**src/rtl/stopwatch_pkg.sv**
```systemverilog
// rtl/stopwatch_pkg.sv - shared segment codes and parameter helpers for the stopwatch
package stopwatch_pkg;

    // Active-low seven-segment patterns, bit0 = segment a ... bit6 = segment g
    localparam logic [6:0] SEG_0 = 7'b1000000;
    localparam logic [6:0] SEG_1 = 7'b1111001;
    localparam logic [6:0] SEG_2 = 7'b0100100;
    localparam logic [6:0] SEG_3 = 7'b0110000;
    localparam logic [6:0] SEG_4 = 7'b0011001;
    localparam logic [6:0] SEG_5 = 7'b0010010;
    localparam logic [6:0] SEG_6 = 7'b0000010;
    localparam logic [6:0] SEG_7 = 7'b1111000;
    localparam logic [6:0] SEG_8 = 7'b0000000;
    localparam logic [6:0] SEG_9 = 7'b0010000;
    localparam logic [6:0] SEG_A = 7'b0001000;
    localparam logic [6:0] SEG_B = 7'b0000011;
    localparam logic [6:0] SEG_C = 7'b1000110;
    localparam logic [6:0] SEG_D = 7'b0100001;
    localparam logic [6:0] SEG_E = 7'b0000110;
    localparam logic [6:0] SEG_F = 7'b0001110;

    // Only decimal and hexadecimal digits are supported
    function automatic bit radix_legal(input int radix);
        return (radix == 10) || (radix == 16);
    endfunction

    // Clock cycles per count tick
    function automatic int calc_div(input int clock_hz, input int tick_hz);
        return clock_hz / tick_hz;
    endfunction

    // Prescaler width; a divide-by-one still needs a 1-bit register
    function automatic int presc_width(input int div);
        return (div <= 1) ? 1 : $clog2(div);
    endfunction

endpackage

```
**src/rtl/seven_segment_encoder.sv**
```systemverilog
// rtl/seven_segment_encoder.sv - combinational 4-bit digit to active-low segment pattern
module seven_segment_encoder
    import stopwatch_pkg::*;
(
    input  logic [3:0] digit,
    output logic [6:0] segments
);

    // Pure lookup; the parent registers the result
    always_comb begin
        segments = SEG_0;
        case (digit)
            4'h0: segments = SEG_0;
            4'h1: segments = SEG_1;
            4'h2: segments = SEG_2;
            4'h3: segments = SEG_3;
            4'h4: segments = SEG_4;
            4'h5: segments = SEG_5;
            4'h6: segments = SEG_6;
            4'h7: segments = SEG_7;
            4'h8: segments = SEG_8;
            4'h9: segments = SEG_9;
            4'hA: segments = SEG_A;
            4'hB: segments = SEG_B;
            4'hC: segments = SEG_C;
            4'hD: segments = SEG_D;
            4'hE: segments = SEG_E;
            4'hF: segments = SEG_F;
        endcase
    end

endmodule

```
**src/rtl/multi_digit_stopwatch.sv**
```systemverilog
// rtl/multi_digit_stopwatch.sv - N-digit prescaled stopwatch with lap freeze and segment outputs
module multi_digit_stopwatch
    import stopwatch_pkg::*;
#(
    parameter int NUM_DIGITS = 4,
    parameter int CLOCK_HZ   = 50000000,
    parameter int TICK_HZ    = 1,
    parameter int RADIX      = 16,
    parameter int WRAP       = 0
) (
    input  logic                    clock,
    input  logic                    reset,
    input  logic                    clear,
    input  logic                    run,
    input  logic                    lap,
    output logic [4*NUM_DIGITS-1:0] digits_out,
    output logic [7*NUM_DIGITS-1:0] seven_segment,
    output logic                    tick,
    output logic                    overflow,
    output logic                    lap_active
);

    localparam int DW      = 4 * NUM_DIGITS;
    localparam int SW      = 7 * NUM_DIGITS;
    localparam int DIV     = calc_div(CLOCK_HZ, TICK_HZ);
    localparam int PRESC_W = presc_width(DIV);
    localparam logic [PRESC_W-1:0] PRESC_LAST = PRESC_W'(DIV - 1);
    localparam logic [3:0]         DIGIT_MAX  = 4'(RADIX - 1);

    if (!radix_legal(RADIX)) begin : g_bad_radix
        $error("multi_digit_stopwatch: RADIX must be 10 or 16");
    end
    if (DIV < 1) begin : g_bad_div
        $error("multi_digit_stopwatch: CLOCK_HZ/TICK_HZ must be at least 1");
    end

    logic [PRESC_W-1:0] presc_q, presc_d;
    logic [DW-1:0]      count_q, count_d;
    logic [DW-1:0]      lap_q, lap_d;
    logic               lap_active_q, lap_active_d;
    logic               overflow_q, overflow_d;
    logic               tick_q, tick_d;
    logic [SW-1:0]      seg_q, seg_d;

    logic               inc;
    logic               carry;
    logic               at_full;
    logic [DW-1:0]      count_inc;
    logic [DW-1:0]      disp_src;

    assign inc = run && (presc_q == PRESC_LAST);

    // Single-edge ripple increment across all digits, plus full-scale detect
    always_comb begin
        carry     = 1'b1;
        at_full   = 1'b1;
        count_inc = count_q;
        for (int i = 0; i < NUM_DIGITS; i++) begin
            at_full = at_full && (count_q[4*i +: 4] == DIGIT_MAX);
            if (carry) begin
                if (count_q[4*i +: 4] == DIGIT_MAX) begin
                    count_inc[4*i +: 4] = 4'h0;
                end else begin
                    count_inc[4*i +: 4] = count_q[4*i +: 4] + 4'h1;
                    carry = 1'b0;
                end
            end
        end
    end

    // Next state: clear beats lap, lap captures the pre-tick count, tick advances
    always_comb begin
        presc_d      = presc_q;
        count_d      = count_q;
        lap_d        = lap_q;
        lap_active_d = lap_active_q;
        overflow_d   = overflow_q;
        tick_d       = 1'b0;
        if (clear) begin
            presc_d      = '0;
            count_d      = '0;
            lap_d        = '0;
            lap_active_d = 1'b0;
            overflow_d   = 1'b0;
        end else begin
            if (run) begin
                presc_d = (presc_q == PRESC_LAST) ? '0 : presc_q + 1'b1;
            end
            if (lap) begin
                if (lap_active_q) begin
                    lap_active_d = 1'b0;
                end else begin
                    lap_d        = count_q;
                    lap_active_d = 1'b1;
                end
            end
            if (inc) begin
                tick_d = 1'b1;
                if (at_full) begin
                    overflow_d = 1'b1;
                    count_d    = (WRAP != 0) ? count_inc : count_q;
                end else begin
                    count_d = count_inc;
                end
            end
        end
    end

    assign disp_src = lap_active_q ? lap_q : count_q;

    for (genvar g = 0; g < NUM_DIGITS; g++) begin : g_enc
        seven_segment_encoder u_enc (
            .digit    (disp_src[4*g +: 4]),
            .segments (seg_d[7*g +: 7])
        );
    end

    // State and display registers; reset display shows all zeros
    always_ff @(posedge clock or posedge reset) begin
        if (reset) begin
            presc_q      <= '0;
            count_q      <= '0;
            lap_q        <= '0;
            lap_active_q <= 1'b0;
            overflow_q   <= 1'b0;
            tick_q       <= 1'b0;
            seg_q        <= {NUM_DIGITS{SEG_0}};
        end else begin
            presc_q      <= presc_d;
            count_q      <= count_d;
            lap_q        <= lap_d;
            lap_active_q <= lap_active_d;
            overflow_q   <= overflow_d;
            tick_q       <= tick_d;
            seg_q        <= seg_d;
        end
    end

    assign digits_out    = count_q;
    assign seven_segment = seg_q;
    assign tick          = tick_q;
    assign overflow      = overflow_q;
    assign lap_active    = lap_active_q;

endmodule

```
**config.mk**
```make
export PLATFORM = sky130hd
export DESIGN_NAME = multi_digit_stopwatch
export DESIGN_NICKNAME = d
export VERILOG_FILES = /design/src/rtl/stopwatch_pkg.sv /design/src/rtl/seven_segment_encoder.sv /design/src/rtl/multi_digit_stopwatch.sv
export SDC_FILE = /design/constraint.sdc
export NUM_CORES = 1
export LEC_CHECK = 0
export ABC_AREA = 1
export BUFFER_PORTS_ARGS = -buffer_cell sky130_fd_sc_hd__buf_2
export CAP_MARGIN = 5
export CELL_PAD_IN_SITES_DETAIL_PLACEMENT = 1
export CELL_PAD_IN_SITES_GLOBAL_PLACEMENT = 1
export CORE_UTILIZATION = 45
export CTS_CLUSTER_SIZE = 20
export DETAILED_ROUTE_END_ITERATION = 16
export PLACE_DENSITY_LB_ADDON = 0.1
export RECOVER_POWER = 50
export SYNTH_ARGS = -nofsm -noshare
export SYNTH_HDL_FRONTEND = slang
export SYNTH_SLANG_ARGS = --single-unit
```
**constraint.sdc**
```tcl
create_clock -name clock -period 5.3 [get_ports clock]
set_clock_uncertainty 0.05 [all_clocks]
set_input_delay 1.06 -clock clock [delete_from_list [all_inputs] [get_ports clock]]
set_output_delay 1.06 -clock clock [all_outputs]
set_load 0.01 [all_outputs]
```
==> flow_results.org, run 1 <==
** Die
- Placement row count :: 38
- The core region is 11080 sq um.
- The die covers 12050 sq um.
- Initial standard-cell utilization of the core :: 47.20%
- For this design the top-level I/O count stands at 52.
- The die is 109.8 um tall.
- The floorplan step set the die width to 109.8 um.

** Worst setup path
- Most common cell type on the critical path :: sky130_fd_sc_hd__nand2_1
- The worst register-to-register path ends at presc_q[17]$_DFFE_PP0P_.
- In this run the worst setup path begins at clear.
- Type of the worst setup path :: input port to register
- The critical path contains buffers and inverters numbering 3 combined.
- The worst setup path is launched from an input port.
- Critical register-to-register path startpoint :: presc_q[0]$_DFFE_PP0P_
- On the critical path the largest part of the delay comes from buffers and inverters.
- Worst Path Required :: 5.37 ns
- The critical path ends at presc_q[20]$_DFFE_PP0P_.
- On the worst path, the slowest cell contributes a delay of 0.84 ns.
- In this run the number of cells on the critical path is 9.
- Along the worst path, the maximum fanout reaches 32.
- Worst Setup End Kind :: register
- On the critical path, the stage with the largest delay is an instance of sky130_fd_sc_hd__inv_1.
- Minimum setup slack among reg-to-reg paths :: 2.12 ns
- The number of cells on the worst reg-to-reg path is 8.
- For the worst setup path, the data arrival time is 3.45 ns.
- Critical path, cell by cell :: clkbuf_1 -> nor2_1 -> buf_4 -> inv_1 -> nand3_2 -> nor2_2 -> nand2_1 -> nand2_1 -> a21oi_1

** Power and ir drop
- The internal power of the cells totals 1.549 mW.
- Part of the total power dissipated in combinational logic :: 40.1%
- Sw power :: 1.054 mW
- Power spread over the standard cell area amounts to 449.4 nW/um^2.
- Maximum ir drop on the vdd rail :: 251.3 uV
- Net switching is 40.49% of the power.
- Registers are responsible for 35.2% of the overall power.
- The share of total power dissipated in the clock network is 24.7%.
- Static leakage :: 2.785 nW

** Synth
- Count of mapped cells out of synthesis :: 655
- The most used flip-flop cell after synthesis is sky130_fd_sc_hd__dfrtp_1.
- The share of the Yosys chip area taken by registers is 42.69%.
- Average cell area after synthesis :: 7.983 sq um
- For this run, asynchronously set or reset flops after synthesis account for 100.0%.
- The number of nets handed over by synthesis was 689.
- Yosys printed 0 warnings.
- In this run, synthesis produced a sequential element count of 89.
- Yosys mapped the design onto 38 distinct sky130hd cell types.
- Netlist area before placement :: 5229 sq um
- Post-synth EDFFs :: 0

** Routing
- Via-per-instance ratio :: 5.327
- The first routing iteration left 193 violations.
- Total detailed-routing wirelength :: 13020 um
- In the final routed layout, each cell accounts on average for 15.33 um.
- The count of nets left with antenna violations once routing finished came out at 0.
- For this run, design rule violations remaining after detail routing come to 0.
- Iteration count of the initial detailed-routing pass :: 4
- The detailed router placed 4523 vias in this run.

** Timing
- WHS :: 0.4818 ns
- The worst pin sits at a relative slew slack of -49.06%.
- RSZ-0062 raised after global routing :: false
- The number of pins with negative max-slew slack in the final report is 57.
- Post-route clock period utilization :: 63.82%
- Post-route setup TNS :: 0 ns
- Final-report hold violation count :: 0
- Maximum clock rate :: 0.2957 GHz
- The clock period could shrink to 3.382 ns.
- Setup violations remaining at the end of the flow were counted as 0.
- Actual slew at the worst max-slew pin :: 2.212 ns

** Global route
- The first global-routing pass estimated 22240 um of wire.
- Largest net degree at the start of global routing :: 53
- For this run, the total global-route usage over all layers was measured as 23.78%.
- Sum of overflow across all layers after global routing :: 0
- The initial antenna violation count is 0.
- The number of global-route vias before repair came to 4616.

** Place
- Number of port buffers :: 51
- Routability-driven placement finished with a final weighted congestion of 0.8791.
- Once detailed placement completed, the half-perimeter wirelength came to 9561 um.

** Flow run
- The tool flagged a number of max-cap violations equal to 2.

** Layout
- Share of layout cells above drive strength 1 :: 10.01%
- The number of antenna diodes in the final layout is 0.
- Area growth from synthesis to layout :: 10.77%
- Number of nets in the layout :: 738

** Clock tree
- After clock tree synthesis, the clock-pin slew on the worst setup and hold paths is 0.06 ns.
- Total clock buffers created by CTS :: 9
- TritonCTS built the clock tree.
- In this run the number of H-tree levels came out at 3.
- Maximum root-to-sink buffer count :: 2
- For this design, the CTS-stage hold fixing added 0 buffers.
- After clock tree synthesis, the setup repair step added 0 buffers.
- Later-pin clock latency in the skew report :: 0.35 ns
- In this run the clock root is driven by a sky130_fd_sc_hd__clkbuf_16.
- Total number of clock tree sinks :: 89
- Post-CTS repair changed the size of 0 cells.

** Outcome
- The checks that failed: max-capacitance violations, max-slew violations.
- Outcome :: finished, violations left

** Min path
- The worst hold path belongs to the class register to register.
worst min path at each step:
stage | from | end | slack [ns] | cells past startpoint
floorplan | presc_q[1]$_DFFE_PP0P_ | presc_q[1]$_DFFE_PP0P_ | 0.43 | 2
detailed placement | presc_q[1]$_DFFE_PP0P_ | presc_q[1]$_DFFE_PP0P_ | 0.46 | 2
finish | presc_q[1]$_DFFE_PP0P_ | presc_q[1]$_DFFE_PP0P_ | 0.48 | 2
CTS | presc_q[1]$_DFFE_PP0P_ | presc_q[1]$_DFFE_PP0P_ | 0.48 | 2
global route | lap_q[12]$_DFFE_PP0P_ | lap_q[12]$_DFFE_PP0P_ | 0.51 | 2
global placement | presc_q[1]$_DFFE_PP0P_ | presc_q[1]$_DFFE_PP0P_ | 0.45 | 2
metrics by stage:
stage                     cell area (sq um)  cells  worst slack, ns  power [mW]  util [%]
final                                  5792    849            1.918       2.603     52.28
after global routing                   5792    849            1.660       2.815     52.28
after CTS                              5869    849            2.288       2.659     52.98
after detailed placement               5573    833            1.936       2.001     50.30
after global placement                 5573    833            2.041       1.946     50.30
after floorplan                        5229    655            1.890       1.701         -
state kept, by name, summed over array words and instances, names as in the netlist:
signal / flops
lap_active: 1
presc_q: 26
lap_q: 16
seven_segment: 28
digits_out: 16
overflow: 1
tick: 1
kinds of logic (layout without fill, tap and decap cells):
family | count (synthesis) | after routing | synth area share (%)
AOI/OAI and AO/OA | 91 | 91 | 11.53
xor gates and xnor gates | 16 | 16 | 2.680
adders and majority gates | 29 | 29 | 6.939
buffers and inverters | 94 | 148 | 7.705
DFF | 89 | 89 | 42.69
and+or+nand+nor | 336 | 336 | 28.45
Yosys cell counts (all sizes together), types with 2 or more instances:
cell type    n  area [sq um]
buf         12         95.09
o22ai       20         125.1
xor2         9         78.83
clkbuf       4         15.01
o31ai        2         15.01
dfstp        4         105.1
o211ai       4         30.03
a21oi        5         25.02
inv         77         289.0
xnor2        7         61.31
ha          29         362.9
nor2        88         352.8
nand2      171         656.9
nor3        12         60.06
o21a         4         30.03
a31oi        5         31.28
dfrtp       85          2127
o21bai       2         15.01
nand4       24         156.4
o21ai       48         322.8
nand3       39         247.7
worst min-delay path, delay by kind of cell, from the launching register on:
kind / cells / cell delay, ns
simple gates: 2 / 0.12
flops: 1 / 0.38
layout by cell type (no fill, tap or decap), types with 13 or more instances in the layout:
cell type,synthesis,routed
sky130_fd_sc_hd__clkbuf_1,4,44
sky130_fd_sc_hd__dfrtp_1,85,85
sky130_fd_sc_hd__ha_1,29,29
sky130_fd_sc_hd__inv_1,65,64
sky130_fd_sc_hd__nand2_1,167,167
sky130_fd_sc_hd__nand3_1,33,34
sky130_fd_sc_hd__nand4_1,23,23
sky130_fd_sc_hd__nor2_1,81,81
sky130_fd_sc_hd__o21ai_0,22,25
sky130_fd_sc_hd__o21ai_1,14,13
sky130_fd_sc_hd__o22ai_1,20,20
power groups by stage:
stage	registers [mW]	logic [mW]	clock network, mW
finish	0.916	1.04	0.643
global route	0.939	1.20	0.680
CTS	0.917	1.09	0.654
detailed placement	0.927	1.07	0
global placement	0.919	1.03	0
floorplan	0.962	0.740	0
final cells by class:
class | instances | area (sq um)
repair buffers | 54 | 220.2
inverters | 78 | 294.0
multi-input cells | 472 | 2574
clock buffers | 10 | 239.0
flip-flops and latches | 89 | 2232
clock inverters | 6 | 57.56
fillers | 1385 | 5286
well taps | 140 | 175.2
routing by layer:
layer / GRT usage (%) / wire, um / vias to the layer above / share of wire (%)
li1: - / - / 2235 / -
met2: 41.52 / 6415 / 72 / 49
met3: 3.201 / 389 / 18 / 3.0
met1: 29.96 / 5978 / 2198 / 46
met5: 0 / 0 / - / 0
met4: 8.381 / 235 / 0 / 1.8
Power figures use the tool's default switching activity.
==> run 2, diff against run 1 <==
--- a/config.mk
+++ b/config.mk
@@ -5,7 +5,7 @@
 export SDC_FILE = /design/constraint.sdc
 export NUM_CORES = 1
 export LEC_CHECK = 0
-export ABC_AREA = 1
+export ABC_AREA = 0
 export BUFFER_PORTS_ARGS = -buffer_cell sky130_fd_sc_hd__buf_2
 export CAP_MARGIN = 5
 export CELL_PAD_IN_SITES_DETAIL_PLACEMENT = 1
==> constraint.sdc (replaced) <==
create_clock -name clock -period 3.35 [get_ports clock]
set_clock_uncertainty 0.05 [all_clocks]
set_input_delay 0.67 -clock clock [delete_from_list [all_inputs] [get_ports clock]]
set_output_delay 0.67 -clock clock [all_outputs]
set_load 0.01 [all_outputs]
==> flow_results.org, run 2 <==
** Global route
- Via count of the first global-routing pass :: 3935 (-15%)
- The first-pass GRT wire length is 19240 um (-13%).
- Total Routing Usage GR :: 21.75% (-2.0 points)
- Sum of overflow across all layers after global routing :: 0 (unchanged)
- The initial antenna violation count is 0 (unchanged).
- The pin count of the biggest net entering global routing was 44 (-17%).

** Die
- The number of ports placed on the die boundary came to 52 (unchanged).
- The number of rows created at floorplan is 37 (-2.6%).
- The height of the chip is 105.2 um (-4.2%).
- Horizontal die dimension :: 105.2 um (-4.2%)
- The starting density of the core is 46.45% (-0.74 points).
- Placeable core region :: 10320 sq um (-6.8%)
- The die area came to 11070 sq um (-8.1%).

** Layout
- Inserted Diodes :: 0 (unchanged)
- Area of the multi-input gates :: 2415 sq um (-6.2%)
- Most frequent standard cell in the layout excluding fill and tap cells :: sky130_fd_sc_hd__dfrtp_1
- In the layout the commonest cells are sky130_fd_sc_hd__dfrtp_1 (85), sky130_fd_sc_hd__nor2_1 (72), sky130_fd_sc_hd__buf_2 (31).
- The utilization after layout is 51.97% (-0.31 points).
- The storage element area was 2232 sq um (unchanged).
- Count of fill cells added during filler insertion :: 1193 (-14%)
- Share of layout cells above drive strength 1 :: 14.02% (+4.0 points)
- Non-filler cells in the finished layout :: 671 (-21%)
- The cell area after layout came to 5365 sq um (-7.4%).
- Number of flip-flops in the largest register :: 28 (unchanged)
- Area growth from synthesis to layout :: 11.87%
- The final layout net count was 564 (-24%).

** Worst setup path
- The largest fanout on the critical path came to 14 (-56%).
- Crit path to :: seven_segment[4]$_DFF_PP0_
- The data arrival time of the critical path came to 2.81 ns (-0.64 ns).
- The startpoint identified for the worst register-to-register timing path is lap_active$_DFFE_PP0P_.
- The required time reported for the critical path endpoint is 3.53 ns (-1.84 ns).
- Category of the worst setup path launch point :: register
- FF-to-FF End :: seven_segment[4]$_DFF_PP0_
- Type of the worst setup path :: register to register
- Minimum setup slack among reg-to-reg paths :: 0.72 ns (-1.40 ns)
- The worst setup path is captured at a register.
- The critical path starts at lap_active$_DFFE_PP0P_.
- Register-to-Register Path Depth :: 5 (-3)

** Synth
- Area share of the largest cell type after synthesis :: 44.35% (+3.7 points)
- Adder-Cell Fraction of Synth Area :: 7.566% (+0.63 points)
- By instance count, the leading cell after synthesis is sky130_fd_sc_hd__dfrtp_1.
- Post-synth EDFFs :: 0 (unchanged)
- By area, the combinational part of the netlist is dominated by simple AND/OR/NAND/NOR gates.
- Share of the synthesized netlist area taken by xor and xnor gates :: 4.748% (+2.1 points)
- Library cells used by synthesis :: 50 (+32%)
- The area of the mapped netlist came to 4796 sq um (-8.3%).
- Yosys warning count :: 0 (unchanged)
- The compound-gate portion of the synthesized area is 10.85% (-0.68 points).
- By area the synthesized netlist is led by sky130_fd_sc_hd__dfrtp_1 (44%), sky130_fd_sc_hd__ha_1 (7.6%), sky130_fd_sc_hd__nor2_1 (5.6%), sky130_fd_sc_hd__mux2i_1 (5.2%), sky130_fd_sc_hd__a211oi_1 (3.3%).
- The multiplexer fraction of the synthesized cell area was 7.096% (+7.1 points).
- The synthesized instance count came to 483 (-26%).
- Post-Syn Nets :: 517 (-25%)
- Register bit count reported by yosys :: 89 (unchanged)
- Share of flip-flops with an asynchronous set or reset after synthesis :: 100.0% (unchanged)
- Simple-gate area share of the yosys netlist :: 20.09% (-8.4 points)
- In the synthesized netlist the dominant register cell turns out to be sky130_fd_sc_hd__dfrtp_1.
- Summed over all instances, the cell type with the most area after synthesis is sky130_fd_sc_hd__dfrtp_1.
- Average cell area after synthesis :: 9.929 sq um (+24%)
- The sequential-to-total area share from yosys stat came to 46.54% (+3.9 points).
- Top cells by count, synth :: sky130_fd_sc_hd__dfrtp_1 (85), sky130_fd_sc_hd__nor2_1 (72), sky130_fd_sc_hd__ha_1 (29), sky130_fd_sc_hd__nand3_1 (26), sky130_fd_sc_hd__mux2i_1 (25)

** Clock tree
- In this run the clock root is driven by a sky130_fd_sc_hd__clkbuf_8.
- The number of buffers on the longest clock path was 2 (unchanged).
- CTS hold repair buffers :: 0 (unchanged)
- The clock network latency to the later pin of the worst-skew pair was 0.37 ns (+0.02 ns).
- The buffers inserted during post-CTS setup optimization is 0 (unchanged).
- Number of gates given a new drive strength after cts :: 0 (unchanged)
- Clock Pin Slew Worst Setup and Hold Paths :: 0.08 ns (+0.02 ns)
- TritonCTS clock tree :: built
- The clock buffer count from CTS was 9 (unchanged).
- The total number of clock tree sinks came to 89 (unchanged).
- The depth of the CTS H-tree is 3 (unchanged).

** Timing
- The slew at the pin with the worst max-slew slack came to 1.798 ns (-0.4144 ns).
- Final-report hold violation count :: 0 (unchanged)
- Max-slew headroom :: -20.53% (+29 points)
- Setup repair after global routing left no endpoint under its margin.
- The worst path uses 78.50% of the clock period.
- The worst hold margin came to 0.4920 ns (+0.01020 ns).
- Final setup violation count :: 0 (unchanged)
- The final total negative setup slack was 0 ns (unchanged).
- Shortest period the worst path allows :: 2.630 ns
- Final max-slew violation count :: 40 (-30%)
- The final critical-path setup slack came to 0.7203 ns (-1.197 ns).
- For this run, the top clock speed supported by timing is 0.3803 GHz.

** Routing
- The number of remaining DRC errors was 0 (unchanged).
- DRC violation total after the first TritonRoute iteration :: 103 (-47%)
- Detailed-route wire length per cell :: 16.73 um (+9.1%)
- The total via count in the routed design is 3769 (-17%).
- The mean number of vias per cell is 5.617 (+5.4%).
- Total detailed-routing wirelength :: 11220 um (-14%)
- Remaining antenna violation count :: 0 (unchanged)
- Iteration count of the initial detailed-routing pass :: 4 (unchanged)

** Place
- Worst slack, placed :: 0.7421 ns (-1.194 ns)
- The weighted congestion reported at the end of routability-driven placement was 0.8397 (-4.5%).
- Hpwl dp :: 8146 um (-15%)
- Placed Cells :: 655 (-21%)
- Number of port buffers :: 51 (unchanged)
- Area after DPL :: 5210 sq um (-6.5%)

** Min path
- Hold depth :: 2 (unchanged)
- Class of the most critical hold timing path :: register to register

** Outcome
- The flow ran to the end, but the final reports show violations.
- Failing checks :: max-capacitance violations, max-slew violations

** Power and ir drop
- Ratio of total power to cell area :: 384.5 nW/um^2 (-14%)
- Maximum ir drop on the vdd rail :: 178.6 uV (-29%)
- The post-route total power came to 2.063 mW (-21%).
- The leakage dissipation came to 2.452 nW (-12%).

** Flow run
- The reported max-cap violation count was 1 (-1).
==> run 2: cell types whose count changed after synthesis, moves of 11 or more <==
cell and delta:
sky130_fd_sc_hd__clkbuf_1 +15, sky130_fd_sc_hd__o21ai_1 -14, sky130_fd_sc_hd__o22ai_1 -11, sky130_fd_sc_hd__inv_1 -50
sky130_fd_sc_hd__a211oi_1 +21, sky130_fd_sc_hd__mux2i_1 +25, sky130_fd_sc_hd__nand4_1 -16, sky130_fd_sc_hd__nand2_1 -149
sky130_fd_sc_hd__a21oi_1 +16, sky130_fd_sc_hd__inv_2 -12
==> run 2: worst min path at each step <==
stage                                        from                      end  slack, ns
after floorplan           presc_q[22]$_DFFE_PP0P_  presc_q[22]$_DFFE_PP0P_       0.44
after global placement    presc_q[25]$_DFFE_PP0P_  presc_q[25]$_DFFE_PP0P_       0.47
after detailed placement  presc_q[25]$_DFFE_PP0P_  presc_q[25]$_DFFE_PP0P_       0.49
after CTS                                   reset  presc_q[19]$_DFFE_PP0P_       0.36
after global routing         overflow$_DFFE_PP0P_     overflow$_DFFE_PP0P_       0.53
final                        overflow$_DFFE_PP0P_     overflow$_DFFE_PP0P_       0.49
==> run 2: worst max-delay path, cell delays in order, from the launching register on <==
cell and delay [ns]:
sky130_fd_sc_hd__dfrtp_1 0.80, sky130_fd_sc_hd__buf_4 0.27, sky130_fd_sc_hd__mux2i_1 0.85, sky130_fd_sc_hd__nor2b_1 0.17, sky130_fd_sc_hd__o21ai_0 0.22, sky130_fd_sc_hd__o21ai_0 0.13
==> run 2: metal layers <==
layer  vias to the layer above  GRT usage, %  part of all wire, %
li1                       1811             -                    -
met2                        42         38.58                   51
met5                         -             0                    0
met3                        14         2.783                  2.2
met1                      1902         26.97                   45
met4                         0         8.149                  1.6
==> run 2: report_power, final <==
group	switching, mW	leakage, nW	internal, mW
Sequential	0.0205	1.21	1.11
Clock	0.379	0.103	0.384
Combinational	0.111	1.14	0.0619
==> run 2: logic make-up (layout without fill, tap and decap cells) <==
logic type      after synthesis  count (layout)
simple gates                189             189
flops                        89              89
compound gates               82              82
buf+inv                      39              91
fa+ha+maj                    29              29
mux                          29              29
xor+xnor                     26              26
==> run 2: area by class of cell <==
type | count | area share (%)
Multi-Input combinational cell | 355 | 45.01
Inverter | 15 | 1.073
Clock buffer | 13 | 2.962
Sequential cell | 89 | 41.60
Tap cell | 136 | 3.172
Timing Repair Buffer | 60 | 5.434
Clock inverter | 3 | 0.7463
